--- config.mk ---
export PLATFORM = sky130hd
export DESIGN_NAME = dmem_access_ctrl
export DESIGN_NICKNAME = d
export VERILOG_FILES = /design/src/rtl/dmem_ctrl_pkg.sv /design/src/rtl/dmem_access_ctrl_arbiter.sv /design/src/rtl/dmem_access_ctrl.sv
export SDC_FILE = /design/constraint.sdc
export NUM_CORES = 1
export LEC_CHECK = 0
export BUFFER_PORTS_ARGS = -buffer_cell sky130_fd_sc_hd__buf_4
export CAP_MARGIN = 20
export CORE_AREA = 2 2 128 130
export DETAILED_ROUTE_END_ITERATION = 12
export DIE_AREA = 0 0 130 132
export PLACE_DENSITY_LB_ADDON = 0.08
export RECOVER_POWER = 100
export SKIP_CTS_REPAIR_TIMING = 1
export SYNTH_ARGS = -nofsm -noshare
export SYNTH_HDL_FRONTEND = slang
export SYNTH_SLANG_ARGS = --single-unit
--- constraint.sdc ---
create_clock -name clk -period 1.6 [get_ports clk]
set_input_delay 0.48 -clock clk [delete_from_list [all_inputs] [get_ports clk]]
set_output_delay 0.48 -clock clk [all_outputs]
set_load 0.01 [all_outputs]
--- src/rtl/dmem_ctrl_pkg.sv ---
// dmem_ctrl_pkg: shared size codes, FSM encodings and request payload type
// for the two-port data-memory access controller.
`default_nettype none

package dmem_ctrl_pkg;

  localparam logic [1:0] SIZE_BYTE = 2'b00;
  localparam logic [1:0] SIZE_HALF = 2'b01;
  localparam logic [1:0] SIZE_WORD = 2'b11;
  localparam logic [1:0] SIZE_RSVD = 2'b10;

  localparam logic [1:0] ST_IDLE   = 2'd0;
  localparam logic [1:0] ST_ACCESS = 2'd1;
  localparam logic [1:0] ST_RESP   = 2'd2;

  typedef struct packed {
    logic        we;
    logic [31:0] addr;
    logic [31:0] wdata;
    logic [1:0]  size;
    logic        sign;
  } dmem_req_t;

  function automatic dmem_req_t pack_req(input logic        we,
                                         input logic [31:0] addr,
                                         input logic [31:0] wdata,
                                         input logic [1:0]  size,
                                         input logic        sign);
    dmem_req_t r;
    r.we    = we;
    r.addr  = addr;
    r.wdata = wdata;
    r.size  = size;
    r.sign  = sign;
    return r;
  endfunction

endpackage

`default_nettype wire

--- src/rtl/dmem_access_ctrl_arbiter.sv ---
// dmem_port_arbiter: fixed priority to port 0 with a saturating starvation
// counter that forces a port-1 grant after STARVE_LIMIT consecutive port-0 wins.
`default_nettype none

module dmem_port_arbiter #(
  parameter int STARVE_LIMIT = 4,
  parameter int CNT_W        = 3
) (
  input  logic clk,
  input  logic rst_n,
  input  logic p0_req_i,
  input  logic p1_req_i,
  input  logic take_i,
  output logic grant_id_o
);

  localparam logic [CNT_W-1:0] LIMIT = CNT_W'(STARVE_LIMIT);

  logic [CNT_W-1:0] starve_cnt_q;
  logic [CNT_W-1:0] starve_cnt_d;
  logic             w_starved;

  assign w_starved = (starve_cnt_q == LIMIT);

  always_comb begin
    grant_id_o = 1'b0;
    if (p0_req_i && p1_req_i) begin
      grant_id_o = w_starved;
    end else if (p1_req_i) begin
      grant_id_o = 1'b1;
    end
  end

  // Counter only measures an unbroken run of port-1 waiting; any gap in p1_req resets it.
  always_comb begin
    starve_cnt_d = starve_cnt_q;
    if (!p1_req_i) begin
      starve_cnt_d = '0;
    end else if (take_i) begin
      if (grant_id_o) begin
        starve_cnt_d = '0;
      end else if (!w_starved) begin
        starve_cnt_d = starve_cnt_q + 1'b1;
      end
    end
  end

  always_ff @(posedge clk or negedge rst_n) begin
    if (!rst_n) begin
      starve_cnt_q <= '0;
    end else begin
      starve_cnt_q <= starve_cnt_d;
    end
  end

endmodule

`default_nettype wire

--- src/rtl/dmem_access_ctrl.sv ---
// dmem_access_ctrl: shares a single-ported dmem between the MEM stage (port 0)
// and the loader/debug port (port 1); IDLE -> ACCESS -> RESP per transaction.
`default_nettype none

module dmem_access_ctrl
  import dmem_ctrl_pkg::*;
#(
  parameter int STARVE_LIMIT = 4,
  parameter int CNT_W        = 3
) (
  input  logic        clk,
  input  logic        rst_n,

  input  logic        p0_req_i,
  input  logic        p0_we_i,
  input  logic [31:0] p0_addr_i,
  input  logic [31:0] p0_wdata_i,
  input  logic [1:0]  p0_size_i,
  input  logic        p0_sign_i,
  output logic        p0_ack_o,
  output logic [31:0] p0_rdata_o,
  output logic        p0_err_o,

  input  logic        p1_req_i,
  input  logic        p1_we_i,
  input  logic [31:0] p1_addr_i,
  input  logic [31:0] p1_wdata_i,
  input  logic [1:0]  p1_size_i,
  input  logic        p1_sign_i,
  output logic        p1_ack_o,
  output logic [31:0] p1_rdata_o,
  output logic        p1_err_o,

  output logic [31:0] mem_addr_o,
  output logic [31:0] mem_wdata_o,
  output logic        mem_we_o,
  output logic [1:0]  mem_dsize_o,
  output logic        mem_dsign_o,
  input  logic [31:0] mem_rdata_i,
  input  logic        mem_err_i
);

  logic [1:0]  state_q;
  logic [1:0]  state_d;
  dmem_req_t   req_q;
  logic        grant_q;
  logic [31:0] rdata_q;
  logic        err_q;

  logic        w_take;
  logic        w_grant;
  dmem_req_t   w_sel_req;
  logic        w_in_access;
  logic        w_in_resp;
  logic        w_rsvd;
  logic        w_acc_err;

  assign w_take      = (state_q == ST_IDLE) && (p0_req_i || p1_req_i);
  assign w_in_access = (state_q == ST_ACCESS);
  assign w_in_resp   = (state_q == ST_RESP);

  dmem_port_arbiter #(
    .STARVE_LIMIT (STARVE_LIMIT),
    .CNT_W        (CNT_W)
  ) u_arbiter (
    .clk        (clk),
    .rst_n      (rst_n),
    .p0_req_i   (p0_req_i),
    .p1_req_i   (p1_req_i),
    .take_i     (w_take),
    .grant_id_o (w_grant)
  );

  assign w_sel_req = w_grant
                   ? pack_req(p1_we_i, p1_addr_i, p1_wdata_i, p1_size_i, p1_sign_i)
                   : pack_req(p0_we_i, p0_addr_i, p0_wdata_i, p0_size_i, p0_sign_i);

  // The reserved size code is rejected here, so dmem never needs to understand it.
  assign w_rsvd    = (req_q.size == SIZE_RSVD);
  assign w_acc_err = mem_err_i || w_rsvd;

  always_comb begin
    state_d = state_q;
    case (state_q)
      ST_IDLE:   if (w_take) state_d = ST_ACCESS;
      ST_ACCESS: state_d = ST_RESP;
      ST_RESP:   state_d = ST_IDLE;
      default:   state_d = ST_IDLE;
    endcase
  end

  always_ff @(posedge clk or negedge rst_n) begin
    if (!rst_n) begin
      state_q <= ST_IDLE;
      req_q   <= '0;
      grant_q <= 1'b0;
      rdata_q <= '0;
      err_q   <= 1'b0;
    end else begin
      state_q <= state_d;
      if (w_take) begin
        req_q   <= w_sel_req;
        grant_q <= w_grant;
      end
      if (w_in_access) begin
        rdata_q <= w_acc_err ? 32'h0 : mem_rdata_i;
        err_q   <= w_acc_err;
      end
    end
  end

  // Address/data/size stay on the last latched request between accesses to avoid idle toggling.
  assign mem_addr_o  = req_q.addr;
  assign mem_wdata_o = req_q.wdata;
  assign mem_dsize_o = req_q.size;
  assign mem_dsign_o = req_q.sign;
  assign mem_we_o    = w_in_access && req_q.we && !mem_err_i && !w_rsvd;

  assign p0_ack_o   = w_in_resp && !grant_q;
  assign p0_rdata_o = p0_ack_o ? rdata_q : 32'h0;
  assign p0_err_o   = p0_ack_o && err_q;

  assign p1_ack_o   = w_in_resp && grant_q;
  assign p1_rdata_o = p1_ack_o ? rdata_q : 32'h0;
  assign p1_err_o   = p1_ack_o && err_q;

endmodule

`default_nettype wire

==> results.json <==
{
  "outcome": "finished, violations left",
  "violations": "setup timing",
  "setup_viol": 126,
  "ir_drop_uv": 810,
  "die_area_um2": 17200,
  "grt_start_max_net_pins": 77,
  "ys_ff_latch": 107,
  "ys_async_sr_fraction_pct": 100,
  "grt_setup_unrepaired": "true",
  "arrival_ns": 1.52,
  "maxSlewViolCount": 0,
  "synthCells": 643,
  "grt_pass1_vias": 5614,
  "clkTransAtPathRegs_ns": 0.07,
  "slew_headroom_pct": 27.9,
  "setup-tns-final_ns": -26.88,
  "post-route-worst-setup-slack_ns": -0.399,
  "place_congestion": 0.807,
  "final_antenna_net_count": 0,
  "coreArea_um2": 15700,
  "period_needed_ns": 2.00,
  "post-place-ws_ns": -0.0225,
  "route.vias.total": 6345,
  "netlist_area_um2": 6170,
  "clock_latency_ns": 0.35,
  "cp-start-kind": "flip-flop",
  "grt_use_total_pct": 22.5,
  "hp-class": "in2async",
  "critical_path_class": "reg2out",
  "cts-root-buf": "clkbuf_16",
  "yosysWarnings": 0,
  "n_antenna_cell": 0,
  "ys_seq_area_share_pct": 43.4,
  "p_per_area_nw_per_um2": 1840,
  "drive_above_1_share_pct": 50.0,
  "area_growth_pct": 61.9,
  "utilization_pct": 63.6,
  "hold_viol": 0,
  "layout_worst_path_cycle_share_pct": 125,
  "required_ns": 1.12,
  "start_util_pct": 39.3,
  "path_max_fanout": 17,
  "htreeDepth": 3,
  "avgSynthCellArea_um2": 9.60,
  "nets": 1084,
  "p_leak_nw": 4.57,
  "grt_pass1_wl_um": 30700,
  "antenna_found_initial": 0,
  "maxCapViolations": 0,
  "numCtsBuffers": 9,
  "worst_pin_slew_ns": 1.08,
  "clock_tree.buffer_depth": 2,
  "syn-num-nets": 818,
  "tritoncts": "yes",
  "overflow": 0,
  "synth_edf_count": 0,
  "io_buffers": 308,
  "dr.first_iter.drc_count": 373,
  "drt_drc_violations_left": 0,
  "viasPerCell": 5.62,
  "startpoint": "state_q[1]$_DFFE_PN0P_",
  "hpwl_um": 14200,
  "firstDrtPassIters": 7,
  "wire_per_inst_um": 21.9,
  "ys.flop_type": "dfrtp_1",
  "io_pins": 309,
  "place_inst": 1063,
  "num_rows": 46,
  "cts_sinks": 107,
  "hold-worst-slack_ns": 0.307,
  "rr_startpoint": "state_q[0]$_DFFE_PN0P_",
  "fin_skew_ns": 0.0120,
  "fmax_mhz": 500,
  "endpoint_kind": "primary output",
  "yosysUniqueCellTypes": 34,
  "die_width_um": 130,
  "die_h_um": 132,
  "fin_cells": 1130,
  "routed_wl_um": 24800
}
[worst max-delay path, stage by stage, from the launching register on]
cell and delay, ns:
dfrtp_1 0.42, nor3b_4 0.17, buf_6 0.13, clkbuf_16 0.16, and2_1 0.16, buf_4 0.14
[cells in the final DEF (no fill, tap or decap), types with 2 or more instances in the layout]
| cell | synthesis | routed |
|---|---|---|
| a21boi_0 | 3 | 2 |
| a21boi_1 | 1 | 2 |
| a22o_1 | 33 | 33 |
| and2_1 | 66 | 63 |
| and2_4 | 1 | 5 |
| buf_12 | 0 | 17 |
| buf_4 | 70 | 255 |
| buf_6 | 6 | 10 |
| buf_8 | 0 | 9 |
| bufinv_16 | 0 | 3 |
| clkbuf_1 | 33 | 66 |
| clkbuf_16 | 0 | 30 |
| clkbuf_2 | 1 | 5 |
| clkbuf_4 | 0 | 2 |
| clkbuf_8 | 0 | 2 |
| dfrtp_1 | 107 | 106 |
| inv_1 | 71 | 71 |
| nand2_1 | 3 | 3 |
| nand3_1 | 70 | 28 |
| nand3_2 | 0 | 28 |
| nand3_4 | 0 | 14 |
| nand4_1 | 68 | 68 |
| nor2_1 | 2 | 2 |
| o221ai_1 | 49 | 8 |
| o221ai_2 | 19 | 60 |
| or2_2 | 1 | 2 |
[kinds of logic after synthesis]
logic type | synth area share, %
AOI/OAI and AO/OA | 17.0
adders and majority gates | 0.405
DFF | 43.4
buffers and inverters | 17.9
and+or+nand+nor | 21.4
[cell type report]
class                   count  area (µm²)
fillers                  1317        5720
repair buffers            386        3340
multi-input cells         332        3040
flip-flops and latches    107        2680
inverters                  72         287
well taps                 216         270
clock buffers              11         253
clock inverters             5         108
repair inverters            1        16.3
[state kept, by name, indices dropped and copies added (netlist names)]
name,flops
mem_dsign_o,1
req_q,1
grant_q,1
state_q,2
u_arbiter.starve_cnt_q,3
mem_addr_o,32
mem_dsize_o,2
err_q,1
rdata_q,32
mem_wdata_o,32
[final timing paths]
check	to	slack, ns	depth (start not counted)
hold reg to reg	rdata_q[11]$_DFFE_PN0N_	0.51	1
min in group clk	rdata_q[11]$_DFFE_PN0N_	0.34	2
setup / recovery	p0_rdata_o[21]	-0.40	5
max in group asynchronous	rdata_q[0]$_DFFE_PN0N_	0.12	2
setup reg to reg	mem_wdata_o[24]$_DFFE_PN0P_	-0.09	8
hold / removal	mem_wdata_o[17]$_DFFE_PN0P_	0.31	1
[power breakdown]
part	total, mW	leakage, nW	switching [mW]	internal [mW]
clock	2.69	0.176	1.06	1.63
combinational	10.9	3.05	5.50	5.39
sequential	4.78	1.34	0.819	3.96
[metrics by stage]
stage	total power, mW	area (µm²)
finish	18.4	9990
detailed placement	12.0	8340
floorplan	9.80	6180
global route	19.3	9990
CTS	14.7	8700
global placement	11.8	8340
[cell usage after synthesis (2+ instances only)]
| cell type | count | area [µm²] |
|---|---|---|
| a21boi_0 | 3 | 22.5 |
| a22o_1 | 33 | 289 |
| and2_1 | 66 | 413 |
| buf_1 | 4 | 15.0 |
| buf_2 | 19 | 95.1 |
| buf_4 | 70 | 526 |
| buf_6 | 6 | 67.6 |
| clkbuf_1 | 33 | 124 |
| dfrtp_1 | 107 | 2680 |
| ha_1 | 2 | 25.0 |
| inv_1 | 71 | 267 |
| nand2_1 | 3 | 11.3 |
| nand3_1 | 70 | 350 |
| nand4_1 | 68 | 425 |
| nor2_1 | 2 | 7.51 |
| nor2b_1 | 2 | 12.5 |
| o221ai_1 | 49 | 429 |
| o221ai_2 | 19 | 285 |
[per-layer routing]
| layer | global-route usage [%] | share of wire (%) | wire, µm | vias up |
|---|---|---|---|---|
| met1 | 27.9 | 38 | 9510 | 3155 |
| li1 | - | - | - | 2793 |
| met2 | 38.8 | 51 | 12600 | 324 |
| met5 | 0 | 0 | 0 | - |
| met4 | 6.87 | 3.6 | 890 | 0 |
| met3 | 4.79 | 7.2 | 1790 | 73 |
(Power assumes the default switching activity.)
